[src/rtl/i2c_line_conditioner.sv]
// rtl/i2c_line_conditioner.sv - SCL/SDA synchroniser, spike filter, edge and START/STOP detector
// Optional macro I2C_GLITCH_COUNT_EN adds the saturating glitch_count output.
module i2c_line_conditioner #(
  parameter int SYNC_STAGES   = 2,
  parameter int FILTER_CYCLES = 3,
  parameter int CNT_WIDTH     = 2
) (
  input  logic       clk,
  input  logic       rst_n,
  input  logic       ena,
  input  logic       scl_in,
  input  logic       sda_in,
  output logic       scl_o,
  output logic       sda_o,
  output logic       scl_rise,
  output logic       scl_fall,
  output logic       start_det,
  output logic       stop_det,
  output logic       bus_busy
`ifdef I2C_GLITCH_COUNT_EN
  ,
  output logic [7:0] glitch_count
`endif
);

  localparam logic [CNT_WIDTH-1:0] LP_CNT_LAST = CNT_WIDTH'(FILTER_CYCLES - 1);

  logic [SYNC_STAGES-1:0] r_scl_sync;
  logic [SYNC_STAGES-1:0] r_sda_sync;
  logic [CNT_WIDTH-1:0]   r_scl_cnt;
  logic [CNT_WIDTH-1:0]   r_sda_cnt;
  logic                   r_scl_o;
  logic                   r_sda_o;
  logic                   r_scl_rise;
  logic                   r_scl_fall;
  logic                   r_start;
  logic                   r_stop;
  logic                   r_busy;

  logic w_s_scl;
  logic w_s_sda;
  logic w_scl_diff;
  logic w_sda_diff;
  logic w_scl_upd;
  logic w_sda_upd;
  logic w_start;
  logic w_stop;

  // Idle bus is high, so the synchronisers reset to 1 to avoid a false edge at reset release.
  always_ff @(posedge clk or negedge rst_n) begin
    if (!rst_n) begin
      r_scl_sync <= '1;
      r_sda_sync <= '1;
    end else begin
      r_scl_sync <= {r_scl_sync[SYNC_STAGES-2:0], scl_in};
      r_sda_sync <= {r_sda_sync[SYNC_STAGES-2:0], sda_in};
    end
  end

  assign w_s_scl    = r_scl_sync[SYNC_STAGES-1];
  assign w_s_sda    = r_sda_sync[SYNC_STAGES-1];
  assign w_scl_diff = (w_s_scl != r_scl_o);
  assign w_sda_diff = (w_s_sda != r_sda_o);
  assign w_scl_upd  = ena && w_scl_diff && (r_scl_cnt == LP_CNT_LAST);
  assign w_sda_upd  = ena && w_sda_diff && (r_sda_cnt == LP_CNT_LAST);

  // A bus condition needs SCL stable and high; a simultaneous SCL edge voids it.
  assign w_start = w_sda_upd && !w_s_sda && !w_scl_upd && r_scl_o;
  assign w_stop  = w_sda_upd &&  w_s_sda && !w_scl_upd && r_scl_o;

  always_ff @(posedge clk or negedge rst_n) begin
    if (!rst_n) begin
      r_scl_cnt <= '0;
      r_sda_cnt <= '0;
      r_scl_o   <= 1'b1;
      r_sda_o   <= 1'b1;
    end else begin
      if (!ena || !w_scl_diff || w_scl_upd) r_scl_cnt <= '0;
      else                                   r_scl_cnt <= r_scl_cnt + 1'b1;
      if (!ena || !w_sda_diff || w_sda_upd) r_sda_cnt <= '0;
      else                                   r_sda_cnt <= r_sda_cnt + 1'b1;
      if (w_scl_upd) r_scl_o <= w_s_scl;
      if (w_sda_upd) r_sda_o <= w_s_sda;
    end
  end

  always_ff @(posedge clk or negedge rst_n) begin
    if (!rst_n) begin
      r_scl_rise <= 1'b0;
      r_scl_fall <= 1'b0;
      r_start    <= 1'b0;
      r_stop     <= 1'b0;
      r_busy     <= 1'b0;
    end else if (!ena) begin
      r_scl_rise <= 1'b0;
      r_scl_fall <= 1'b0;
      r_start    <= 1'b0;
      r_stop     <= 1'b0;
      r_busy     <= 1'b0;
    end else begin
      r_scl_rise <= w_scl_upd &&  w_s_scl;
      r_scl_fall <= w_scl_upd && !w_s_scl;
      r_start    <= w_start;
      r_stop     <= w_stop;
      if (r_start)     r_busy <= 1'b1;
      else if (r_stop) r_busy <= 1'b0;
    end
  end

`ifdef I2C_GLITCH_COUNT_EN
  logic       w_scl_glitch;
  logic       w_sda_glitch;
  logic [7:0] r_glitch_count;

  // A glitch is a partial count abandoned because the level returned.
  assign w_scl_glitch = ena && !w_scl_diff && (r_scl_cnt != '0);
  assign w_sda_glitch = ena && !w_sda_diff && (r_sda_cnt != '0);

  always_ff @(posedge clk or negedge rst_n) begin
    if (!rst_n) begin
      r_glitch_count <= 8'd0;
    end else if ((w_scl_glitch || w_sda_glitch) && (r_glitch_count != 8'hFF)) begin
      r_glitch_count <= r_glitch_count + 8'd1;
    end
  end

  assign glitch_count = r_glitch_count;
`endif

  assign scl_o     = r_scl_o;
  assign sda_o     = r_sda_o;
  assign scl_rise  = r_scl_rise;
  assign scl_fall  = r_scl_fall;
  assign start_det = r_start;
  assign stop_det  = r_stop;
  assign bus_busy  = r_busy;

endmodule

[config.mk]
export PLATFORM = sky130hd
export DESIGN_NAME = i2c_line_conditioner
export DESIGN_NICKNAME = d
export VERILOG_FILES = /design/src/rtl/i2c_line_conditioner.sv
export SDC_FILE = /design/constraint.sdc
export NUM_CORES = 1
export LEC_CHECK = 0
export ABC_AREA = 1
export CAP_MARGIN = 40
export CORE_AREA = 5 5 42 44
export DETAILED_ROUTE_END_ITERATION = 12
export DIE_AREA = 0 0 47 49
export PLACE_DENSITY = 0.71
export SETUP_SLACK_MARGIN = 0.4
export SLEW_MARGIN = 30
export SYNTH_ARGS = -nofsm -noshare
export SYNTH_HDL_FRONTEND = slang
export SYNTH_SLANG_ARGS = --single-unit
export TNS_END_PERCENT = 10
[constraint.sdc]
create_clock -name clk -period 1.1 [get_ports clk]
set_input_delay 0.165 -clock clk [delete_from_list [all_inputs] [get_ports clk]]
set_output_delay 0.165 -clock clk [all_outputs]
set_load 0.03 [all_outputs]
==> impl_metrics.ini, run 1 <==
[outcome]
outcome = finished, violations left
failed_checks = setup timing

[clock_network]
cts_hold_repair.buffers = 0
clkSinkCount = 15
cts-htree-levels = 1
clk_latency_ns = 0.28
worst_setup_hold_path_clk_slew_ns = 0.09
clk_root_buf = clkbuf_4
tritoncts = done
tritoncts_buffer_count = 3
clk_path_buf_depth = 2

[drt]
post_drt_via_cell_ratio = 4.83
wirelength_mm = 1.01
detail_route.first_pass.iterations = 4
wl_per_cell_um = 11.3
via_count = 430
postRouteAntennaNets = 0
drc = 0
initialDrtViolationCount = 3

[sta]
worst_hold_slack_ns = 0.179
fin_crit_sh = 1.03
post_route_clock_skew_ns = 0.00470
max-slew-margin-rel = 0.865
max_freq_mhz = 886
finalHoldViolations = 0
layout_min_cycle_time_ns = 1.13
final.setup.worst_slack_ns = -0.0287
setup-tns-final_ns = -0.0549
rsz_0062_raised_after_global_routing = yes
timing.final.max_slew_violations = 0
actual_transition_at_the_worst_max_transition_pin_ns = 0.201
setup_violations = 2

[global_routing]
first_global_vias = 424
largest_net_degree_at_the_start_of_global_routing = 16
grt_use_met3 = 0.0295
grt_antenna_before_repair = 0
globalRouteMet2Util = 0.158
top_usage_layer = met2
grt_first_pass_wirelength_mm = 1.70
gr-usage-met1 = 0.119
track_usage = 0.105
global_route.overflow_total = 0

[logic_synthesis]
synth_edf_count = 0
most_area_hungry_cell_type_in_the_yosys_netlist = dfrtp_1
netlist_area_um2 = 592
most_frequent_cell_after_synthesis = inv_1
synth.top_cells.by_area = dfrtp_1 38%, dfstp_2 27%, inv_1 7.6%
async_flop_share = 1.00
yosysTopAreaCellShare = 0.381
synth_area_per_cell_um2 = 11.0
syn_nets = 61
yosys_warnings = 0
synth_seq_area_share = 0.647
synthTopCellsByCount = 12 x inv_1, 9 x dfrtp_1, 8 x nor2_1
ys_dominant_reg_cell = dfrtp_1
synth_seq_cells = 15
netlist-cell-type-count = 15
synthCells = 54

[floorplan]
fp.dieArea_um2 = 2300
die_width_um = 47
floorplan.rows = 14
chipHeight_um = 49
floorplan.core_area_um2 = 1400
initial_utilization = 0.422
io-pin-count = 12

[min_path]
hold_path.class = in -> async

[setup_path]
r2r-start = scl_o$_DFFE_PN1P_
worstPathCellList = buf_6
timing.critical_path.fanout_max = 2
startpoint_type = register
path_delay_family = flip-flops
critical_path.n_buffers_inverters = 1
crit-reg2reg-capture = r_scl_cnt[1]$_DFF_PN0_
slack_of_the_worst_reg_to_reg_path_ns = 0.06
library_cell_contributing_the_largest_single_delay_on_the_critical_path = dfstp_2
worst_ep_arrival_time_ns = 0.96
highest_cell_delay_on_the_worst_timing_path_ns = 0.55
worstSetupPathType = reg -> out
r2r.worst_path.cells = 5
cp-end-kind = primary output
critPathRequiredTime_ns = 0.94

[pwr]
highest_ir_drop_seen_on_vdd_uv = 862
power_per_cell_area_nw_per_um2 = 1950
post_layout_total_power_w = 0.00162
power.leakage_nw = 0.406

[place]
dp_hpwl_um = 770
gp_congestion = 0.752
io_buffers = 11

[layout]
n_diodes = 0
layout-drive-gt1-share = 0.521
flow.area_growth_from_synthesis_pct = 40.0
final_nets = 81
utilization = 0.591

[job]
cap_violations = 0
==> flip-flops by register name (all words and copies together) (netlist names) <==
signal	flops
bus_busy	1
r_scl_cnt	2
r_scl_sync	2
r_sda_cnt	2
r_sda_sync	2
scl_fall	1
scl_o	1
scl_rise	1
sda_o	1
start_det	1
stop_det	1
==> power breakdown <==
group          switching (W)  leakage [nW]  total [W]  internal, W
Clock               0.000170        0.0177   0.000305     0.000135
Sequential         0.0000622         0.186   0.000729     0.000667
Combinational       0.000311         0.202   0.000583     0.000272
==> per-stage QoR <==
step                cells  setup WS (ns)  instance area [um2]
floorplan              54         0.0865                  592
global placement       83        -0.0592                  716
detailed placement     83        -0.0857                  716
CTS                    89        -0.0457                  811
global route           89        -0.0574                  828
finish                 89        -0.0287                  828
==> repair_timing <==
| action | 4_1_cts | 5_1_grt |
|---|---|---|
| endpoints found under the setup margin | 18 | 18 |
| pin swaps | 11 | 10 |
| endpoints found under the hold margin | 0 | 0 |
| buffers inserted | 2 | 0 |
| gates resized for setup | 15 | 8 |
==> how the worst max path moves through the flow <==
stage          cells after the start                  to               from  slack (ns)
4_1_cts                            1               scl_o  scl_o$_DFFE_PN1P_       -0.05
3_5_place_dp                       4  stop_det$_DFF_PN0_                ena       -0.09
6_report                           1               scl_o  scl_o$_DFFE_PN1P_       -0.03
2_1_floorplan                      3   scl_o$_DFFE_PN1P_  scl_o$_DFFE_PN1P_        0.09
3_3_place_gp                       4   scl_o$_DFFE_PN1P_                ena       -0.06
5_1_grt                            1               scl_o  scl_o$_DFFE_PN1P_       -0.06
==> logic make-up after synthesis <==
kind of cell / count (synthesis) / synth area share
adder cells (fa/ha/maj): 2 / 0.0423
flip-flops: 15 / 0.647
buffers and inverters: 14 / 0.106
AND/OR/NAND/NOR: 17 / 0.129
AO/OA/AOI/OAI: 6 / 0.0761
==> routing by layer <==
layer / wire [um] / vias to the layer above
li1: - / 208
met1: 393 / 206
met2: 505 / 12
met3: 81 / 4
met4: 29 / 0
met5: 0 / -
==> layout make-up <==
class                   instances  area (um2)
clock buffers                   3        22.5
clock inverters                 1        5.00
fillers                       121         573
inverters                      13        53.8
multi-input cells              25         185
flip-flops and latches         15         383
well taps                      16        20.0
repair buffers                 16         159
==> placed cells by master (no fill, tap or decap), drive strengths merged <==
master,netlist,layout
a21oi,3,3
a31o,1,1
a31oi,1,1
buf,1,12
clkbuf,0,3
clkdlybuf4s50,0,3
clkinv,0,1
dfrtp,9,9
dfstp,6,6
dlygate4sd2,0,1
ha,2,2
inv,13,13
nand2,3,3
nand3,2,2
nand4,4,4
nor2,8,8
o211ai,1,1
Power figures use the tool's default switching activity.
==> run 2: changes to the inputs <==
--- a/config.mk
+++ b/config.mk
@@ -7,10 +7,13 @@
 export LEC_CHECK = 0
 export ABC_AREA = 1
 export CAP_MARGIN = 40
-export CORE_AREA = 5 5 42 44
+export CELL_PAD_IN_SITES_DETAIL_PLACEMENT = 0
+export CELL_PAD_IN_SITES_GLOBAL_PLACEMENT = 2
+export CORE_ASPECT_RATIO = 1.25
+export CORE_MARGIN = 5
+export CORE_UTILIZATION = 30
 export DETAILED_ROUTE_END_ITERATION = 12
-export DIE_AREA = 0 0 47 49
-export PLACE_DENSITY = 0.71
+export PLACE_DENSITY_LB_ADDON = 0.1
 export SETUP_SLACK_MARGIN = 0.4
 export SLEW_MARGIN = 30
 export SYNTH_ARGS = -nofsm -noshare
==> run 2 against run 1 <==
Against the previous run:
- the run still ends with setup timing left
- power fell by 3.1%
- combinational power fell by 5.5%
- largest cell class unchanged
- sequential cell count unchanged
- routed wire length rose by 6.1%
==> impl_metrics.ini, run 2 (synthesized netlist as in run 1, its figures left out) <==
[floorplan]
die_width_um = 49.7
floorplan.rows = 18
io-pin-count = 12
fp.dieArea_um2 = 2970
chipHeight_um = 59.7
initial_utilization = 0.306
floorplan.core_area_um2 = 1940

[outcome]
failed_checks = setup timing
outcome = finished, violations left

[setup_path]
worstPathCellList = buf_6
library_cell_contributing_the_largest_single_delay_on_the_critical_path = dfstp_2
timing.critical_path.fanout_max = 2
critPathRequiredTime_ns = 0.94
worst_ep_arrival_time_ns = 0.95
worstSetupPathType = reg -> out
highest_cell_delay_on_the_worst_timing_path_ns = 0.55
cp-end-kind = primary output
critical_path.n_buffers_inverters = 1
startpoint_type = register
path_delay_family = flip-flops

[global_routing]
first_global_vias = 443
global_route.overflow_total = 0
grt_antenna_before_repair = 0
largest_net_degree_at_the_start_of_global_routing = 16
track_usage = 0.0870
grt_first_pass_wirelength_mm = 1.90

[drt]
postRouteAntennaNets = 0
drc = 0
wl_per_cell_um = 11.3
via_count = 433
detail_route.first_pass.iterations = 3
post_drt_via_cell_ratio = 4.56
wirelength_mm = 1.07
initialDrtViolationCount = 4

[sta]
finalHoldViolations = 0
max-slew-margin-rel = 0.838
rsz_0062_raised_after_global_routing = yes
setup_violations = 1
actual_transition_at_the_worst_max_transition_pin_ns = 0.242
final.setup.worst_slack_ns = -0.0101
post_route_clock_skew_ns = 0.00163
fin_crit_sh = 1.01
layout_min_cycle_time_ns = 1.11
max_freq_mhz = 901
timing.final.max_slew_violations = 0
setup-tns-final_ns = -0.0101

[layout]
fillers = 196
mostFrequentLayoutCells = 9 x dfrtp_1, 8 x inv_1, 8 x nor2_1, 8 x buf_6
n_diodes = 0
final_nets = 83
flow.area_growth_from_synthesis_pct = 40.2
mostFrequentLayoutCell = dfrtp_1
layout-drive-gt1-share = 0.467

[clock_network]
clk_root_buf = clkbuf_4
clkSinkCount = 15
cts-htree-levels = 1
worst_setup_hold_path_clk_slew_ns = 0.08
clk_latency_ns = 0.27
tritoncts_buffer_count = 3
cts_hold_repair.buffers = 0
clk_path_buf_depth = 2
tritoncts = done

[pwr]
highest_ir_drop_seen_on_vdd_uv = 916
power.leakage_nw = 0.413
power_per_cell_area_nw_per_um2 = 1890

[min_path]
hold_path.class = in -> async

[place]
io_buffers = 11
dp_worst_setup_slack_ns = -0.0952
dp_hpwl_um = 763
gp_congestion = 0.697

[job]
cap_violations = 0
==> run 2: cell type report <==
cell class	count	area, um2	share of cell area
tap	20	25.0	0.0302
timing repair buffer	18	174	0.210
clock buffer	4	26.3	0.0317
multi-input combinational	25	170	0.205
sequential	15	383	0.462
inverter	13	51.3	0.0618
==> run 2: repair_timing <==
item	in CTS	in global routing
cloned	0	0
resized for setup	14	3
setup endpoints to repair	18	18
hold endpoints to repair	0	0
pin swaps	12	7
buffers inserted	3	0
==> run 2: per-layer routing <==
metal	track usage	vias up	part of all wire
li1	-	212	-
met1	0.101	210	0.41
met2	0.135	9	0.52
met3	0.0249	2	0.059
met4	0.0674	0	0.011
met5	0	-	0
==> run 2: worst paths after layout <==
check	start	endpoint	slack [ns]	depth (start not counted)
max in group asynchronous	rst_n	r_sda_sync[0]$_DFF_PN1_	0.65	2
worst max register to register	r_scl_cnt[0]$_DFF_PN0_	start_det$_DFF_PN0_	0.05	5
worst min-delay path	rst_n	stop_det$_DFF_PN0_	0.21	2
worst min register to register	r_sda_sync[0]$_DFF_PN1_	r_sda_sync[1]$_DFF_PN1_	0.36	0
worst max-delay path	scl_o$_DFFE_PN1P_	scl_o	-0.01	1
min in group clk	scl_in	r_scl_sync[0]$_DFF_PN1_	0.29	1
==> run 2: worst register-to-register path: stages, from the launching register on <==
cell and delay, ns:
dfrtp_1 0.40, inv_2 0.07, ha_4 0.13, inv_2 0.04, o211ai_1 0.22, nor2_1 0.08
==> run 2: where the power goes <==
| group | switching [W] | internal, W |
|---|---|---|
| clock network | 0.000157 | 0.000140 |
| registers | 0.0000531 | 0.000666 |
| logic | 0.000290 | 0.000261 |
| total | 0.000501 | 0.00107 |
==> run 2: metrics by stage <==
stage | instances | util | total power (W) | cell area (um2) | hold slack (ns)
5_1_grt | 95 | 0.428 | 0.00170 | 830 | 0.198
3_5_place_dp | 88 | 0.376 | 0.00115 | 728 | 0.348
6_report | 95 | 0.428 | 0.00157 | 830 | 0.205
2_1_floorplan | 54 | - | 0.00101 | 592 | -0.131
3_3_place_gp | 88 | 0.376 | 0.00116 | 728 | 0.346
4_1_cts | 95 | 0.424 | 0.00159 | 821 | 0.198
==> run 3: changes to the inputs <==
--- a/config.mk
+++ b/config.mk
@@ -19,4 +19,4 @@
 export SYNTH_ARGS = -nofsm -noshare
 export SYNTH_HDL_FRONTEND = slang
 export SYNTH_SLANG_ARGS = --single-unit
-export TNS_END_PERCENT = 10
+export TNS_END_PERCENT = 1
==> results of run 3 <==
Final layout, timing and power as in run 2 (identical DEF).
